--- src/rtl/apb_m.sv ---
// APB requester: one valid/ready command becomes SETUP + ACCESS, 3 cycles minimum plus wait states.
// A pending response stalls cmd_ready until rsp_ready accepts it; a silent completer is cut off by TIMEOUT.
module apb_m #(
   parameter int ADDR_W  = 32,
   parameter int DATA_W  = 8,
   parameter int TIMEOUT = 16
) (
   input  logic              pclk,
   input  logic              preset,
   input  logic              cmd_valid,
   output logic              cmd_ready,
   input  logic              cmd_write,
   input  logic [ADDR_W-1:0] cmd_addr,
   input  logic [DATA_W-1:0] cmd_wdata,
   output logic              rsp_valid,
   input  logic              rsp_ready,
   output logic [DATA_W-1:0] rsp_rdata,
   output logic              rsp_err,
   output logic              rsp_timeout,
   output logic [ADDR_W-1:0] paddr,
   output logic              psel,
   output logic              penable,
   output logic              pwrite,
   output logic [DATA_W-1:0] pwdata,
   input  logic [DATA_W-1:0] prdata,
   input  logic              pready,
   input  logic              pslverr
);

   // A zero TIMEOUT still needs a legal 1-bit counter; it is simply never compared.
   localparam int CNT_W = (TIMEOUT > 0) ? $clog2(TIMEOUT + 1) : 1;
   localparam logic [CNT_W-1:0] CNT_LAST = CNT_W'((TIMEOUT > 0) ? TIMEOUT - 1 : 0);

   typedef enum logic [1:0] {IDLE, SETUP, ACCESS} state_t;

   state_t            state, state_nxt;
   logic [CNT_W-1:0]  cnt, cnt_nxt;
   logic              psel_nxt, penable_nxt, pwrite_nxt;
   logic [ADDR_W-1:0] paddr_nxt;
   logic [DATA_W-1:0] pwdata_nxt;
   logic              rsp_valid_nxt, rsp_err_nxt, rsp_timeout_nxt;
   logic [DATA_W-1:0] rsp_rdata_nxt;

   assign cmd_ready = (state == IDLE) && !rsp_valid;

   always_ff @(posedge pclk or posedge preset) begin
      if (preset) begin
         state       <= IDLE;
         cnt         <= '0;
         psel        <= 1'b0;
         penable     <= 1'b0;
         pwrite      <= 1'b0;
         paddr       <= '0;
         pwdata      <= '0;
         rsp_valid   <= 1'b0;
         rsp_rdata   <= '0;
         rsp_err     <= 1'b0;
         rsp_timeout <= 1'b0;
      end else begin
         state       <= state_nxt;
         cnt         <= cnt_nxt;
         psel        <= psel_nxt;
         penable     <= penable_nxt;
         pwrite      <= pwrite_nxt;
         paddr       <= paddr_nxt;
         pwdata      <= pwdata_nxt;
         rsp_valid   <= rsp_valid_nxt;
         rsp_rdata   <= rsp_rdata_nxt;
         rsp_err     <= rsp_err_nxt;
         rsp_timeout <= rsp_timeout_nxt;
      end
   end

   always_comb begin
      state_nxt       = state;
      cnt_nxt         = cnt;
      psel_nxt        = psel;
      penable_nxt     = penable;
      pwrite_nxt      = pwrite;
      paddr_nxt       = paddr;
      pwdata_nxt      = pwdata;
      rsp_valid_nxt   = rsp_valid;
      rsp_rdata_nxt   = rsp_rdata;
      rsp_err_nxt     = rsp_err;
      rsp_timeout_nxt = rsp_timeout;

      if (rsp_valid && rsp_ready)
         rsp_valid_nxt = 1'b0;

      case (state)
         IDLE: begin
            if (cmd_valid && cmd_ready) begin
               pwrite_nxt  = cmd_write;
               paddr_nxt   = cmd_addr;
               pwdata_nxt  = cmd_wdata;
               psel_nxt    = 1'b1;
               penable_nxt = 1'b0;
               state_nxt   = SETUP;
            end
         end
         SETUP: begin
            penable_nxt = 1'b1;
            cnt_nxt     = '0;
            state_nxt   = ACCESS;
         end
         ACCESS: begin
            // pready takes priority over a timeout landing on the same cycle.
            if (pready) begin
               rsp_valid_nxt   = 1'b1;
               rsp_err_nxt     = pslverr;
               rsp_timeout_nxt = 1'b0;
               rsp_rdata_nxt   = (!pwrite && !pslverr) ? prdata : '0;
               psel_nxt        = 1'b0;
               penable_nxt     = 1'b0;
               state_nxt       = IDLE;
            end else begin
               if (cnt != {CNT_W{1'b1}})
                  cnt_nxt = cnt + CNT_W'(1);
               if (TIMEOUT != 0 && cnt == CNT_LAST) begin
                  rsp_valid_nxt   = 1'b1;
                  rsp_err_nxt     = 1'b1;
                  rsp_timeout_nxt = 1'b1;
                  rsp_rdata_nxt   = '0;
                  psel_nxt        = 1'b0;
                  penable_nxt     = 1'b0;
                  state_nxt       = IDLE;
               end
            end
         end
         default: begin
            psel_nxt    = 1'b0;
            penable_nxt = 1'b0;
            state_nxt   = IDLE;
         end
      endcase
   end

endmodule

--- config.mk ---
export PLATFORM = sky130hd
export DESIGN_NAME = apb_m
export DESIGN_NICKNAME = d
export VERILOG_FILES = /design/src/rtl/apb_m.sv
export SDC_FILE = /design/constraint.sdc
export NUM_CORES = 1
export LEC_CHECK = 0
export ABC_CLOCK_PERIOD_IN_PS = 3900
export BUFFER_PORTS_ARGS = -buffer_cell sky130_fd_sc_hd__buf_2
export CAP_MARGIN = 20
export CORE_MARGIN = 3
export CORE_UTILIZATION = 50
export CTS_CLUSTER_SIZE = 8
export DETAILED_ROUTE_END_ITERATION = 10
export MAX_ROUTING_LAYER = met4
export PLACE_DENSITY = 0.91
export SLEW_MARGIN = 40
export SYNTH_ARGS = -nofsm -noshare
export SYNTH_HDL_FRONTEND = slang
export SYNTH_SLANG_ARGS = --single-unit
--- constraint.sdc ---
create_clock -name pclk -period 3.9 [get_ports pclk]
set_clock_uncertainty 0.2 [all_clocks]
set_input_delay 0.39 -clock pclk [delete_from_list [all_inputs] [get_ports pclk]]
set_output_delay 0.39 -clock pclk [all_outputs]
set_load 0.01 [all_outputs]
### After elaboration in Yosys (flattened, before gate mapping)

Cells that the tools add are included.

* flip-flop bits (word level): 61
* input bits: 55
* output and inout port bits: 55
* logic and storage cells: 59

* add/sub/neg operators: 1
* eq/ne operators: 8
* muxes and demuxes: 23
* bitwise operators: 1
* reductions and logical operators: 15

Operators by type and width (number)
* $mux W8: 3
* $mux W1: 11
* $mux W5: 2
* $pmux W5 S2: 1
* $mux W2: 3
* $pmux W1 S3: 2
* $pmux W2 S3: 1
* $reduce_and A2 Y1: 3
* $reduce_and A3 Y1: 2
* $add A5 B1 Y5 const B: 1
* $eq A5 B4 Y1 const B: 1
* $ne A5 B5 Y1 const B: 1
* $logic_and A1 B1 Y1: 4
* $ne A2 B2 Y1 const B: 2
* $reduce_bool A2 Y1: 2
* $logic_not A1 Y1: 3
* $ne A3 B3 Y1 const B: 1
* $eq A2 B1 Y1 const B: 1
* $eq A2 B2 Y1 const B: 1
* $logic_not A2 Y1: 1
* $ne A2 B1 Y1 const B: 1
* $not A1 Y1: 1

### Depth between registers and ports, before layout

* depth in word-level cells: 5
* gate-level depth with buffers: 6
* mapped depth without buffers: 6

### Least setup slack after synthesis

OpenSTA, ideal clock, no wires.

* path kind: register to register
* start point: register cnt[0]
* end point: register cnt[2]
* library setup time: 0.131 ns
* arrival: 1.694 ns
* data required time: 3.569 ns
* setup slack: 1.875 ns
* stages on the path, launching flop included: 7
* buffers on the path: 0
* period minus slack after synthesis: 2.025 ns
* cells stage by stage: dfrtp_1 ha_1 and3_1 ha_1 nor3_1 a21oi_1 or3_1

* longest elaborated chain between the ends: 4
* elaborated cells between the ends (all ways): 7
* classes of those cells: add/sub: 1; eq/ne: 2; mux: 3; reduce/logical: 1

Ends and longest elaborated chain
* from (decl): line 37 `logic [CNT_W-1:0] cnt, cnt_nxt;`
* from (signal assigned): line 61 `cnt <= cnt_nxt;`
* $add A5 B1 Y5: line 118 `cnt_nxt = cnt + CNT_W'(1);`
* $mux W5: line 117 `if (cnt != {CNT_W{1'b1}})`
* $mux W5: line 108 `if (pready) begin`
* $pmux W5 S2: line 90 `case (state)`

Parallel ways exist; a longest one is shown, timed or not. The select of a mux whose other input is x is not followed.
A chain may end at the register's enable or synchronous reset.

==> Flow_metrics.wiki <==
{| class="wikitable"
! Metric !! Value
|-
| Run status || finished clean
|-
| Endpoints failing setup || 0
|-
| Pwr per Cell Area || about 850 nW/µm²
|-
| Syn_nets || between 200 and 250
|-
| First-pass GRT wire length || 8620 µm
|-
| Max Slew Vio Count || 0
|-
| Reg-to-reg critical path endpoint || paddr[10]$_DFFE_PP0P_
|-
| Area overhead of the layout relative to synthesis || 29.1%
|-
| Final Util || slightly below 70%
|-
| Number of max-cap violations || 0
|-
| Beginning of the worst hold path || rsp_ready
|-
| Antenna viol nets, final || 0
|-
| Instance count along the most critical hold path || 2
|-
| TritonCTS clock tree || done
|-
| Height of the chip || approximately 78 µm
|-
| Leakage component of the power || approximately 1.7 nW
|-
| Post-route non-filler standard cell count || approximately 350
|-
| Total length of routed wires || approximately 5300 µm
|-
| Placed Cells incl. Taps || around 330
|-
| Post-synthesis cell area || about 2600 µm²
|-
| Fin Setup TNS || 0 ns
|-
| Final worst path period share || 57.7%
|-
| Async set-reset flop share out of synthesis || between 90% and 100%
|-
| Number of antenna violations at the first check in global routing || 0
|-
| Iteration count of the initial detailed-routing pass || 4
|-
| Slew at the pin closest to its max-slew limit || slightly below 0.8 ns
|-
| Data required time of the worst path || just under 4 ns
|-
| Count of H-tree levels built during CTS || 3
|-
| Area of the core region || 4880 µm²
|-
| Setup fix buffers added after clock tree synthesis || 0
|-
| Count of standard-cell rows || 25
|-
| Number of global-route vias before repair || between 1.5k and 2k
|-
| List of cells traversed by the critical path || nor3_2 -> and2_4 -> mux2_2
|-
| Depth of the worst register-to-register path || 3
|-
| Arrival time of the worst setup path || between 2 and 2.5 ns
|-
| Leading cell types by total area after synthesis || dfrtp_1 (58%), mux2_4 (22%), buf_12 (3.1%), a22o_1 (2.7%), mux2_2 (1.7%)
|-
| Hold_buf cts || 1
|-
| Number of hold violations in the final report || 0
|-
| Cell taking the most area after synthesis || dfrtp_1
|-
| Buffer levels on the longest clock path || 2
|-
| Commonest register cell after synthesis || dfrtp_1
|-
| Share of the synthesized area in the top cell type || between 50% and 60%
|-
| Half-perimeter wire length after placement || between 3000 and 4000 µm
|-
| Crit-path max cell delay || around 0.7 ns
|-
| Type of the setup path with the least slack || reg -> reg
|-
| # IOs || 110
|-
| Mapped Cells || 163
|-
| Antenna fix cells || 0
|-
| Maximum net fanout on the critical path || 43
|-
| Total grt overflow || 0
|-
| Horizontal die dimension || approximately 78 µm
|-
| Vias per inst || ~5.0
|-
| Via Count || between 1.5k and 2k
|-
| Reg2reg setup slack || about 1.7 ns
|-
| Minimum period implied by the final worst setup slack || between 2 and 2.5 ns
|-
| Number of enable-type register cells in the synthesized netlist || 0
|-
| Average footprint of a synthesized cell || about 16 µm²
|-
| Die Footprint || roughly 6100 µm²
|-
| Routed wire per std cell || approximately 15 µm
|-
| Worst supply voltage drop on vdd || around 0.0005 V
|-
| Count of input and output buffers || between 100 and 150
|-
| Critical R2R Launch || penable$_DFFE_PP0P_
|-
| TritonCTS buffer count || 9
|-
| Classification of the worst-slack hold path || in -> reg
|-
| Root Buffer Master || clkbuf_8
|-
| Pin count of the biggest net entering global routing || 44
|-
| Total power consumption of the routed design || about 2.9 mW
|-
| Post-synthesis sequential area ratio || between 50% and 60%
|-
| Count of routing violations after the opening detailed-route iteration || between 40 and 50
|-
| Total number of yosys warnings || 0
|-
| Nature of the critical path startpoint || flip-flop
|-
| CTS clk-pin slew, worst paths || 0.07 ns
|-
| Number of gates resized after cts || 0
|-
| Clk_lat worst skew || approximately 0.32 ns
|-
| Post-layout net count || roughly 340
|-
| Fmax || between 0.4 and 0.5 GHz
|-
| Number of clock sinks seen by CTS || 60
|-
| Combined global-route utilization of all metal layers || between 10% and 20%
|-
| Critical Path Slowest Stage Cell || and2_4
|-
| Placer's final routability congestion estimate || 0.858
|-
| Number of synthesized register bits || 60
|-
| Cell variety after synth || 32
|-
| Unrepaired setup endpoints after global routing || false
|-
| Crit. Startpoint || penable$_DFFE_PP0P_
|-
| Fraction of layout cells with a size suffix above 1 || just over 60%
|-
| Worst rel slew slack || 47.8%
|-
| Remaining routing DRC violations || 0
|-
| Category of the worst setup path capture point || flip-flop
|-
| CP endpoint || paddr[10]$_DFFE_PP0P_
|-
| Initial Util || 53.4%
|}
area by class of cell:
type	instances	area (µm²)
Timing Repair Buffer	111	563
Tap cell	67	83.8
Clock buffer	13	179
Fill cell	366	1520
Sequential cell	60	1500
Inverter	5	18.8
Multi-Input combinational cell	90	975
Clock inverter	3	42.5
worst min-delay path by stage:
| stage | end |
|---|---|
| floorplan | rsp_valid$_DFF_PP0_ |
| global placement | paddr[7]$_DFFE_PP0P_ |
| detailed placement | paddr[6]$_DFFE_PP0P_ |
| CTS | rsp_valid$_DFF_PP0_ |
| global route | rsp_valid$_DFF_PP0_ |
| finish | rsp_valid$_DFF_PP0_ |
routing by layer:
metal,vias up,global-route usage (%),part of all wire [%]
li1,813,-,-
met1,843,22.6,42
met2,67,30.6,50
met3,6,3.78,6.5
met4,0,8.39,1.3
met5,-,-,0
where the power goes:
part	internal, mW	total, mW	switching (mW)
clock network	0.364	0.587	0.223
registers	0.922	1.13	0.204
logic	0.660	1.14	0.484
total	1.95	2.86	0.911
cell families after synthesis:
group | Yosys count | synth area share, %
buffers and inverters | 13 | 4.95
and+or+nand+nor | 22 | 5.48
DFF | 60 | 57.6
adders and majority gates | 3 | 1.44
AOI/OAI and AO/OA | 21 | 6.10
muxes | 44 | 24.4
cell usage in the layout (no fill, tap or decap), drive strengths merged, types with 2 or more instances in the layout:
master / n
a21oi: 4
a22o: 8
buf: 110
clkbuf: 13
dfrtp: 60
ha: 3
inv: 5
mux2: 42
mux2i: 2
nand2: 2
nor2: 2
nor2b: 3
nor3: 6
o21ai: 2
o2bb2ai: 3
Yosys cell counts, types with 2 or more instances:
cell and count:
o2bb2ai_1 3, nor3_2 2, mux2_2 4, a22o_1 8
nor3_1 4, nor2b_1 3, mux2i_1 2, ha_1 3
buf_12 4, nand2_1 2, inv_1 5, mux2_4 38
dfrtp_1 60, buf_2 3, a21oi_1 4, nor2_1 2
flip-flops by register name (all words and copies together) (netlist names):
name / flops
psel: 1
paddr: 32
pwrite: 1
rsp_rdata: 8
rsp_valid: 1
rsp_timeout: 1
penable: 1
pwdata: 8
rsp_err: 1
cnt: 5
state: 1
stage by stage:
stage / hold slack [ns] / instance area, µm² / setup WS, ns
final: 0.0559 / 3360 / 1.65
after global routing: 0.0378 / 3360 / 1.53
after CTS: 0.0308 / 3360 / 1.64
after detailed placement: 0.249 / 3130 / 1.66
after global placement: 0.245 / 3130 / 1.72
after floorplan: 0.286 / 2610 / 1.83
critical path, delay by kind of cell (launching register included):
family	cells	cell delay, ns
DFF	1	0.55
and+or+nand+nor	2	0.94
muxes	1	0.41
Power figures use the tool's default switching activity.
